--- config.mk ---
export PLATFORM = sky130hd
export DESIGN_NAME = spi_master_ctrl
export DESIGN_NICKNAME = d
export VERILOG_FILES = /design/src/rtl/spi_master_ctrl.sv
export SDC_FILE = /design/constraint.sdc
export NUM_CORES = 1
export LEC_CHECK = 0
export CORE_ASPECT_RATIO = 2
export CORE_MARGIN = 5
export CORE_UTILIZATION = 59
export CTS_BUF_LIST = sky130_fd_sc_hd__clkbuf_2 sky130_fd_sc_hd__clkbuf_4 sky130_fd_sc_hd__clkbuf_8
export CTS_CLUSTER_SIZE = 25
export DETAILED_ROUTE_END_ITERATION = 10
export PLACE_DENSITY = 0.86
export RECOVER_POWER = 100
export SYNTH_ARGS = -nofsm -noshare
export SYNTH_HDL_FRONTEND = slang
export SYNTH_SLANG_ARGS = --single-unit
--- constraint.sdc ---
create_clock -name clk -period 4.6 [get_ports clk]
set_clock_uncertainty 0.1 [all_clocks]
set_input_delay 0.92 -clock clk [delete_from_list [all_inputs] [get_ports clk]]
set_output_delay 0.92 -clock clk [all_outputs]
set_load 0.03 [all_outputs]
--- src/rtl/spi_master_ctrl.sv ---
// SPI initiator: serialises {op, data} RAM commands MSB first under ss_n and returns read-data bytes.
// Optional macro SPI_MASTER_TXN_CNT_EN adds a 16-bit completed-frame counter output txn_cnt.
module spi_master_ctrl #(
  parameter int RD_LATENCY = 2,
  parameter int CNT_W      = 4
) (
  input  logic       clk,
  input  logic       rst_n,
  input  logic       cmd_valid,
  output logic       cmd_ready,
  input  logic [1:0] cmd_op,
  input  logic [7:0] cmd_data,
  output logic       rsp_valid,
  output logic [7:0] rsp_data,
  output logic       busy,
  output logic       ss_n,
  output logic       mosi,
  input  logic       miso
`ifdef SPI_MASTER_TXN_CNT_EN
  ,
  output logic [15:0] txn_cnt
`endif
);

  // Handshake: a command transfers on the rising edge where cmd_valid && cmd_ready are both high;
  // cmd_ready is high only in IDLE and a request seen while not ready is ignored, not queued.

  typedef enum logic [2:0] {
    S_IDLE,
    S_START,
    S_SHIFT,
    S_WAIT,
    S_RECV,
    S_END
  } state_t;

  localparam logic [CNT_W-1:0] CNT_ONE    = CNT_W'(1);
  localparam logic [CNT_W-1:0] SHIFT_LAST = CNT_W'(9);
  localparam logic [CNT_W-1:0] WAIT_LAST  = CNT_W'(RD_LATENCY - 1);
  localparam logic [CNT_W-1:0] RECV_LAST  = CNT_W'(7);

  state_t           state_q, state_d;
  logic [CNT_W-1:0] cnt_q, cnt_d;
  logic [9:0]       shreg_q, shreg_d;
  logic             rd_q, rd_d;
  logic [7:0]       rx_q, rx_d;
  logic             ss_n_q, ss_n_d;
  logic             mosi_q, mosi_d;
  logic             cmd_ready_q, cmd_ready_d;
  logic             busy_q, busy_d;
  logic             rsp_valid_q, rsp_valid_d;
  logic [7:0]       rsp_data_q, rsp_data_d;
`ifdef SPI_MASTER_TXN_CNT_EN
  logic [15:0]      txn_cnt_q, txn_cnt_d;
`endif

  always_comb begin
    state_d     = state_q;
    cnt_d       = cnt_q;
    shreg_d     = shreg_q;
    rd_d        = rd_q;
    rx_d        = rx_q;
    ss_n_d      = ss_n_q;
    mosi_d      = 1'b0;
    cmd_ready_d = cmd_ready_q;
    busy_d      = busy_q;
    rsp_valid_d = 1'b0;
    rsp_data_d  = rsp_data_q;
    case (state_q)
      S_IDLE: begin
        if (cmd_valid && cmd_ready_q) begin
          state_d     = S_START;
          shreg_d     = {cmd_op, cmd_data};
          rd_d        = (cmd_op == 2'b11);
          cnt_d       = '0;
          ss_n_d      = 1'b0;
          busy_d      = 1'b1;
          cmd_ready_d = 1'b0;
        end
      end
      // START holds mosi low for the slave's command-check cycle while loading bit 9
      S_START: begin
        state_d = S_SHIFT;
        mosi_d  = shreg_q[9];
        shreg_d = {shreg_q[8:0], 1'b0};
        cnt_d   = '0;
      end
      S_SHIFT: begin
        if (cnt_q == SHIFT_LAST) begin
          cnt_d = '0;
          if (rd_q) begin
            state_d = S_WAIT;
          end else begin
            state_d = S_END;
            ss_n_d  = 1'b1;
          end
        end else begin
          mosi_d  = shreg_q[9];
          shreg_d = {shreg_q[8:0], 1'b0};
          cnt_d   = cnt_q + CNT_ONE;
        end
      end
      S_WAIT: begin
        if (cnt_q == WAIT_LAST) begin
          state_d = S_RECV;
          cnt_d   = '0;
        end else begin
          cnt_d = cnt_q + CNT_ONE;
        end
      end
      S_RECV: begin
        rx_d = {rx_q[6:0], miso};
        if (cnt_q == RECV_LAST) begin
          state_d     = S_END;
          cnt_d       = '0;
          ss_n_d      = 1'b1;
          rsp_valid_d = 1'b1;
          rsp_data_d  = {rx_q[6:0], miso};
        end else begin
          cnt_d = cnt_q + CNT_ONE;
        end
      end
      S_END: begin
        state_d     = S_IDLE;
        ss_n_d      = 1'b1;
        busy_d      = 1'b0;
        cmd_ready_d = 1'b1;
      end
      default: begin
        state_d     = S_IDLE;
        cnt_d       = '0;
        ss_n_d      = 1'b1;
        busy_d      = 1'b0;
        cmd_ready_d = 1'b1;
      end
    endcase
  end

`ifdef SPI_MASTER_TXN_CNT_EN
  // END is only ever entered from SHIFT or RECV, so this fires once per completed frame
  always_comb begin
    txn_cnt_d = txn_cnt_q;
    if (state_d == S_END && state_q != S_END) begin
      txn_cnt_d = txn_cnt_q + 16'd1;
    end
  end
`endif

  always_ff @(posedge clk) begin
    if (!rst_n) begin
      state_q     <= S_IDLE;
      cnt_q       <= '0;
      shreg_q     <= '0;
      rd_q        <= 1'b0;
      rx_q        <= '0;
      ss_n_q      <= 1'b1;
      mosi_q      <= 1'b0;
      cmd_ready_q <= 1'b1;
      busy_q      <= 1'b0;
      rsp_valid_q <= 1'b0;
      rsp_data_q  <= '0;
`ifdef SPI_MASTER_TXN_CNT_EN
      txn_cnt_q   <= '0;
`endif
    end else begin
      state_q     <= state_d;
      cnt_q       <= cnt_d;
      shreg_q     <= shreg_d;
      rd_q        <= rd_d;
      rx_q        <= rx_d;
      ss_n_q      <= ss_n_d;
      mosi_q      <= mosi_d;
      cmd_ready_q <= cmd_ready_d;
      busy_q      <= busy_d;
      rsp_valid_q <= rsp_valid_d;
      rsp_data_q  <= rsp_data_d;
`ifdef SPI_MASTER_TXN_CNT_EN
      txn_cnt_q   <= txn_cnt_d;
`endif
    end
  end

  assign cmd_ready = cmd_ready_q;
  assign rsp_valid = rsp_valid_q;
  assign rsp_data  = rsp_data_q;
  assign busy      = busy_q;
  assign ss_n      = ss_n_q;
  assign mosi      = mosi_q;
`ifdef SPI_MASTER_TXN_CNT_EN
  assign txn_cnt   = txn_cnt_q;
`endif

endmodule

**Word level (Yosys, flattened, before mapping)**

Cells that the tools add are included.

- $add $sub $neg: 1
- Equality and inequality tests: 15
- Reductions and logical operators: 13
- Mux-type cells: 25
- Bitwise logic cells: 3

Operators by type and width:

| cell | number |
|---|---|
| one-hot mux 10 bit (3 select lines) | 1 |
| two-way mux 10 bit | 2 |
| one-hot mux 4 bit (5 select lines) | 1 |
| two-way mux 4 bit | 4 |
| two-way mux 3 bit | 5 |
| one-hot mux 3 bit (5 select lines) | 1 |
| inequality test 2 bit, second input constant | 6 |
| AND reduction 2 bit | 5 |
| two-way mux 1 bit | 7 |
| equality test 3 x 2 -> 1 bit, second input constant | 2 |
| equality test 3 bit, second input constant | 2 |
| one-hot mux 1 bit (2 select lines) | 3 |
| AND reduction 5 bit | 1 |
| adder 4 x 1 -> 4 bit, second input constant | 1 |
| equality test 4 x 1 -> 1 bit, second input constant | 1 |
| equality test 4 x 3 -> 1 bit, second input constant | 1 |
| equality test 4 bit, second input constant | 1 |
| one-hot mux 1 bit (4 select lines) | 1 |
| AND reduction 4 bit | 1 |
| OR reduction 4 bit | 1 |
| equality test 3 x 1 -> 1 bit, second input constant | 1 |
| zero test 3 bit | 1 |
| NOT 1 bit | 3 |
| AND reduction 3 bit | 1 |
| other kinds (4) | 4 |

- Output and inout port bits: 13
- Input bits: 14
- Register bits after elaboration: 38
- Word-level logic and storage cells: 68

**Logic depth before layout (Yosys ltp)**

Gate-level depths: netlist of the first run.

- Depth in word-level cells: 4
- Depth in mapped cells: 8
- Mapped depth without buffers: 7

**Least setup slack after synthesis of the first run**

OpenSTA, ideal clock, no wires.

- Path kind: input -> register
- From: in rst_n
- To: reg cnt_q[2]
- Stages: 6
- Buffers on the path: 2
- Arrival: 1.771 ns
- Setup slack: 2.658 ns
- Data required time: 4.428 ns
- Path through: clkbuf_1 -> inv_1 -> clkbuf_1 -> a21oi_1 -> a21oi_1 -> mux2i_1

RTL lines:

| element | line | text |
|---|---|---|
| start: declaration | 8 | `input logic rst_n,` |
| end signal: assignment | 167 | `cnt_q <= cnt_d;` |
| end: declaration | 43 | `logic [CNT_W-1:0] cnt_q, cnt_d;` |

==> results of run 1 <==
layout make-up:
class                           count  area, µm²  share of cell area
Inverter                            5       18.8             0.00923
Timing Repair Buffer               28        272               0.134
Clock buffer                        7       90.1              0.0443
Tap cell                           30       37.5              0.0185
Clock inverter                      1       5.00             0.00246
Sequential cell                    38        761               0.374
Multi-Input combinational cell    141        850               0.418
Yosys cell counts, types with 2 or more instances:
cell type	n
buf_4	3
mux2i_1	19
a21oi_1	18
nand2b_1	7
o21ai_1	14
and2_1	3
clkbuf_1	4
buf_2	2
nand3_1	3
buf_6	4
nor2_1	14
a21boi_0	8
o21ai_0	4
nand2_1	27
dfxtp_1	38
ha_1	2
inv_1	5
nand3b_1	2
worst reg2reg max path: cells and delay by family, from the launching register on:
| family | cells | cell delay [ns] |
|---|---|---|
| flip-flops | 1 | 0.47 |
| AND/OR/NAND/NOR | 4 | 1.71 |
| multiplexers | 1 | 0.31 |
registers in the layout, indices dropped and copies added, names as in the netlist:
signal     cells
state_q        3
rsp_data       8
cmd_ready      1
cnt_q          4
busy           1
rsp_valid      1
mosi           1
ss_n           1
rd_q           1
shreg_q       10
rx_q           7
worst min path at each step:
stage / startpoint / endpoint / slack (ns) / depth (start not counted)
after global routing: shreg_q[9] / mosi / 0.39 / 2
after global placement: shreg_q[9] / mosi / 0.34 / 2
final: shreg_q[9] / mosi / 0.35 / 2
after floorplan: shreg_q[9] / mosi / 0.31 / 2
after detailed placement: shreg_q[9] / mosi / 0.34 / 2
after CTS: shreg_q[9] / mosi / 0.36 / 2
logic make-up after synthesis:
logic type,Yosys count,synth area share
AOI/OAI and AO/OA,53,0.181
adders and majority gates,2,0.0144
buffers and inverters,18,0.0641
DFF,38,0.438
muxes,19,0.109
and+or+nand+nor,67,0.194
power groups by stage:
stage | clock (W) | combinational [W] | sequential (W)
2_1_floorplan | 0 | 0.000347 | 0.000462
3_3_place_gp | 0 | 0.000406 | 0.000466
3_5_place_dp | 0 | 0.000419 | 0.000473
4_1_cts | 0.000243 | 0.000422 | 0.000466
5_1_grt | 0.000261 | 0.000448 | 0.000475
6_report | 0.000239 | 0.000402 | 0.000463
metal layers:
layer	share of wire	GRT usage	wire, µm
met1	0.36	0.166	1290
met2	0.56	0.361	2000
met3	0.040	0.0430	141
met4	0.037	0.113	131
met5	0	0	0
stage by stage:
stage	area [µm²]	power [W]	hold slack [ns]	std cells
5_1_grt	2030	0.00118	0.387	250
6_report	2030	0.00110	0.352	250
3_3_place_gp	1960	0.000871	0.338	242
4_1_cts	2050	0.00113	0.355	250
2_1_floorplan	1740	0.000809	0.310	197
3_5_place_dp	1960	0.000892	0.345	242
cells in the final DEF, fill, tap and decap left out, drive strengths merged:
cell and count:
o32a 1, nand2b 7, clkdlybuf4s50 11, nor3 2, nor4b 1, inv 5, a211oi 1, nand2 28
mux2i 19, a32oi 1, buf 1, and2 3, dlygate4sd3 15, a21oi 18, dfxtp 38, clkinv 1
clkbuf 8, and3b 1, o21a 1, or2 1, a311oi 1, a21boi 8, nor2b 1, nor2 15
nand3b 2, and2b 1, o311ai 1, nand4 1, o21ai 19, nand3 3, ha 2, a22oi 1
a31oi 1, nor3b 1
==> results.json, run 1 <==
{
  "final_antenna_net_count": 0,
  "reg2reg_from": "state_q[0]",
  "crit_required_ns": 4.71,
  "setup_viol": 0,
  "p_seq_frac": 0.420,
  "synthTopCellsByArea": "dfxtp_1 44%, mux2i_1 11%, nand2_1 5.8%",
  "hold_viol_final": 0,
  "cpLargestDelayFamily": "buffers and inverters",
  "synth_top_flop_cell": "dfxtp_1",
  "cp.buffers_inverters": 3,
  "power_density_mw_per_mm2": 543,
  "crit_chain": "dlygate4sd3_1 -> clkbuf_1 -> inv_1 -> nor3_1 -> a21oi_1 -> mux2i_1",
  "critical_path.max_fanout": 28,
  "path_depth": 6,
  "synth_warnings": 0,
  "numCtsBuffers": 5,
  "timing.setup.tns_ns": 0,
  "ys_types": 38,
  "rsz0062_at_grt": "no",
  "initialDrtViolationCount": 23,
  "slew_viol_final": 0,
  "diodes": 0,
  "reg2reg_to": "rsp_data[6]",
  "cts_setup_buffers": 0,
  "crit_arrival_ns": 3.36,
  "yosysTopAreaCell": "dfxtp_1",
  "floorplan.rows": 28,
  "drive_above_1_share": 0.0545,
  "clockPowerShare": 0.216,
  "startpoint": "rst_n",
  "grt.overflow.total": 0,
  "critical_path_class": "input pin to register",
  "h-tree-depth": 2,
  "setup.worst_path.end": "cnt_q[2]",
  "setup_ws_ns": 1.35,
  "drc": 0,
  "power.leakage_nw": 0.758,
  "worst-r2r-cell-count": 5,
  "yosysSeqAreaShare": 0.438,
  "slowest_stage": "clkbuf_1",
  "worstMarginPinSlew_ns": 1.44,
  "root_buffer": "clkbuf_8",
  "vdd_drop_max_mv": 0.388,
  "status": "complete, no violations",
  "fp.dieW_um": 48.4,
  "syn_area_mm2": 0.00174,
  "antenna_found_initial": 0,
  "synth-edff-count": 0,
  "fillers": 235,
  "firstDrtPassIters": 4,
  "finalWeightedCongestion": 0.783,
  "dieArea_mm2": 0.00420,
  "syn-instance-count": 197,
  "initial_utilization": 0.598,
  "async_flop_share": 0,
  "p_sw_w": 0.000414,
  "cp-end-kind": "register",
  "cts_tree": "done",
  "min_period_ns": 3.25,
  "syn_avg_cell_area_um2": 8.82,
  "ctsHoldBuffers": 0,
  "post_cts_resized": 0,
  "max_cap_viol_count": 0,
  "synth_nets": 213,
  "routed_wl_um": 3570,
  "core_mm2": 0.00291,
  "die_h_um": 86.8,
  "io_pins": 27,
  "finish.net_count": 235,
  "wire_per_inst_um": 14.3,
  "grt_pass1_vias": 1490,
  "numClockSinks": 38,
  "min_period_over_period": 0.707,
  "via_per_inst": 5.76,
  "final_util": 0.699,
  "grt_pass1_wl_um": 6280,
  "grt_use_total": 0.187,
  "cp-start-kind": "input pin",
  "relSlewSlack": 0.0305,
  "path_clk_slew_ns": 0.07,
  "p_sw_frac": 0.375,
  "clock_latency_ns": 0.29,
  "via_count": 1439,
  "port_buffers": 26,
  "ys_ff_latch": 38,
  "max_stage_delay_ns": 0.73,
  "p_int_w": 0.000689,
  "dp.final_hpwl_um": 2640,
  "cts.path.max_buffers": 2,
  "ff2ff_setup_slack_ns": 1.91,
  "combPwrFrac": 0.364,
  "synth.top_cell.area_share": 0.438,
  "hold_class": "register to register",
  "pre_cts_slack_ns": 1.78,
  "fmax_ghz": 0.308,
  "grt_max_degree": 29,
  "area.growth.synth_to_final_pct": 17.0
}
Note: power is estimated with default switching activity, not from simulation.
==> run 2, diff against run 1 <==
- CORE_UTILIZATION: 59 -> 55
- PLACE_DENSITY: 0.86 -> 0.81
- clock period: 4.6 -> 3.1 ns (I/O delays scaled with it)
==> run 2 against run 1 <==
Critical path depth rose by 1. Global-route usage fell by 1.6 points. Routed wire length fell by 0.34%. Core utilization fell by 3.9 points.
==> results.json, run 2 (synthesis gave the netlist of run 1 again) <==
{
  "status": "complete, no violations",
  "cts.path.max_buffers": 2,
  "drive_above_1_share": 0.0541,
  "met1Wirelength_um": 1230,
  "core_mm2": 0.00312,
  "crit_required_ns": 3.22,
  "min_path_cells": 2,
  "final_cell_mix": "38 x dfxtp_1, 28 x nand2_1, 19 x mux2i_1",
  "worst-r2r-cell-count": 6,
  "timing.setup.tns_ns": 0,
  "pre_cts_slack_ns": 0.862,
  "worstMarginPinSlew_ns": 0.940,
  "final_common_cell": "dfxtp_1",
  "dp.cells": 245,
  "grt_use_total": 0.171,
  "initial_utilization": 0.557,
  "reg2reg_to": "rsp_data[2]",
  "ff2ff_setup_slack_ns": 0.79,
  "setup_viol": 0,
  "area.growth.synth_to_final_pct": 18.6,
  "firstDrtPassIters": 4,
  "dp.final_hpwl_um": 2630,
  "via_per_inst": 5.72,
  "finish.net_count": 237,
  "fmax_ghz": 0.422,
  "grt_pass1_vias": 1392,
  "root_buffer": "clkbuf_8",
  "fillers": 270,
  "critical_path_class": "input pin to register",
  "antenna_found_initial": 0,
  "min_period_over_period": 0.765,
  "top_register": "shreg_q",
  "port_buffers": 26,
  "ctsHoldBuffers": 0,
  "post_cts_resized": 0,
  "io_pins": 27,
  "setup_ws_ns": 0.728,
  "slew_viol_final": 0,
  "cp-start-kind": "input pin",
  "dieArea_mm2": 0.00445,
  "cts_tree": "done",
  "final_cells": 253,
  "multi_input_area_um2": 855,
  "wire_per_inst_um": 14.0,
  "crit_arrival_ns": 2.49,
  "power.leakage_nw": 0.769,
  "numClockSinks": 38,
  "min_period_ns": 2.37,
  "finalWeightedCongestion": 0.789,
  "placed_area_mm2": 0.00197,
  "initialDrtViolationCount": 30,
  "max_cap_viol_count": 0,
  "whs_ns": 0.356,
  "grt_pass1_wl_um": 5820,
  "path_clk_slew_ns": 0.07,
  "vdd_drop_max_mv": 0.578,
  "hold_viol_final": 0,
  "grt_max_degree": 28,
  "hold_path_end": "mosi",
  "die_h_um": 89.5,
  "cp-end-kind": "register",
  "cts_setup_buffers": 0,
  "critical_path.max_fanout": 20,
  "routed_wl_um": 3550,
  "via_count": 1448,
  "seq_area_um2": 761,
  "h-tree-depth": 2,
  "final_antenna_net_count": 0,
  "rsz0062_at_grt": "no",
  "fp.dieW_um": 49.8,
  "fin_area_mm2": 0.00206,
  "relSlewSlack": 0.373,
  "floorplan.rows": 29,
  "dr_wl_met3_um": 140,
  "largest_reg_flops": 10,
  "power_density_mw_per_mm2": 818,
  "min_from": "shreg_q[9]",
  "clock_latency_ns": 0.30,
  "diodes": 0,
  "grt.overflow.total": 0,
  "reg2reg_from": "state_q[0]",
  "numCtsBuffers": 5,
  "top_layer_used": "met4",
  "hold_class": "register to register",
  "drc": 0,
  "wl_met2_um": 2050
}
## run 2: report_power, final
part           internal (W)  switching [W]  leakage [nW]
combinational      0.000249       0.000342         0.401
clock              0.000237       0.000174        0.0579
sequential         0.000583       0.000102         0.310
## run 2: layout make-up
type / count / share of cell area
Multi-Input combinational cell: 141 / 0.415
Timing Repair Buffer: 30 / 0.135
Clock buffer: 5 / 0.0334
Sequential cell: 38 / 0.369
Inverter: 5 / 0.00911
Tap cell: 31 / 0.0188
Clock inverter: 3 / 0.0194
## run 2: worst max-delay path, cell delays in order
cell and delay, ns:
clkdlybuf4s50_1 0.51, a21oi_1 0.08, or2_1 0.24, a21oi_1 0.16, clkbuf_1 0.52, o21ai_0 0.18, a21oi_1 0.19
## run 2: metal layers
metal,up-vias,track usage
li1,723,-
met1,682,0.131
met2,34,0.339
met3,9,0.0434
met4,0,0.134
met5,-,0
## run 2: worst max-delay path by stage
stage,from,endpoint,slack (ns),depth (start not counted)
CTS,cmd_ready,cmd_ready,0.93,1
floorplan,rst_n,cnt_q[2],1.46,6
detailed placement,cmd_valid,shreg_q[0],0.86,7
global placement,cmd_valid,shreg_q[0],0.89,7
finish,cmd_valid,shreg_q[6],0.73,7
global route,cmd_valid,shreg_q[1],0.50,7
## run 2: stage by stage
stage / power [W] / utilization
finish: 0.00169 / 0.660
global route: 0.00180 / 0.660
CTS: 0.00174 / 0.668
detailed placement: 0.00133 / 0.633
global placement: 0.00130 / 0.633
floorplan: 0.00120 / -
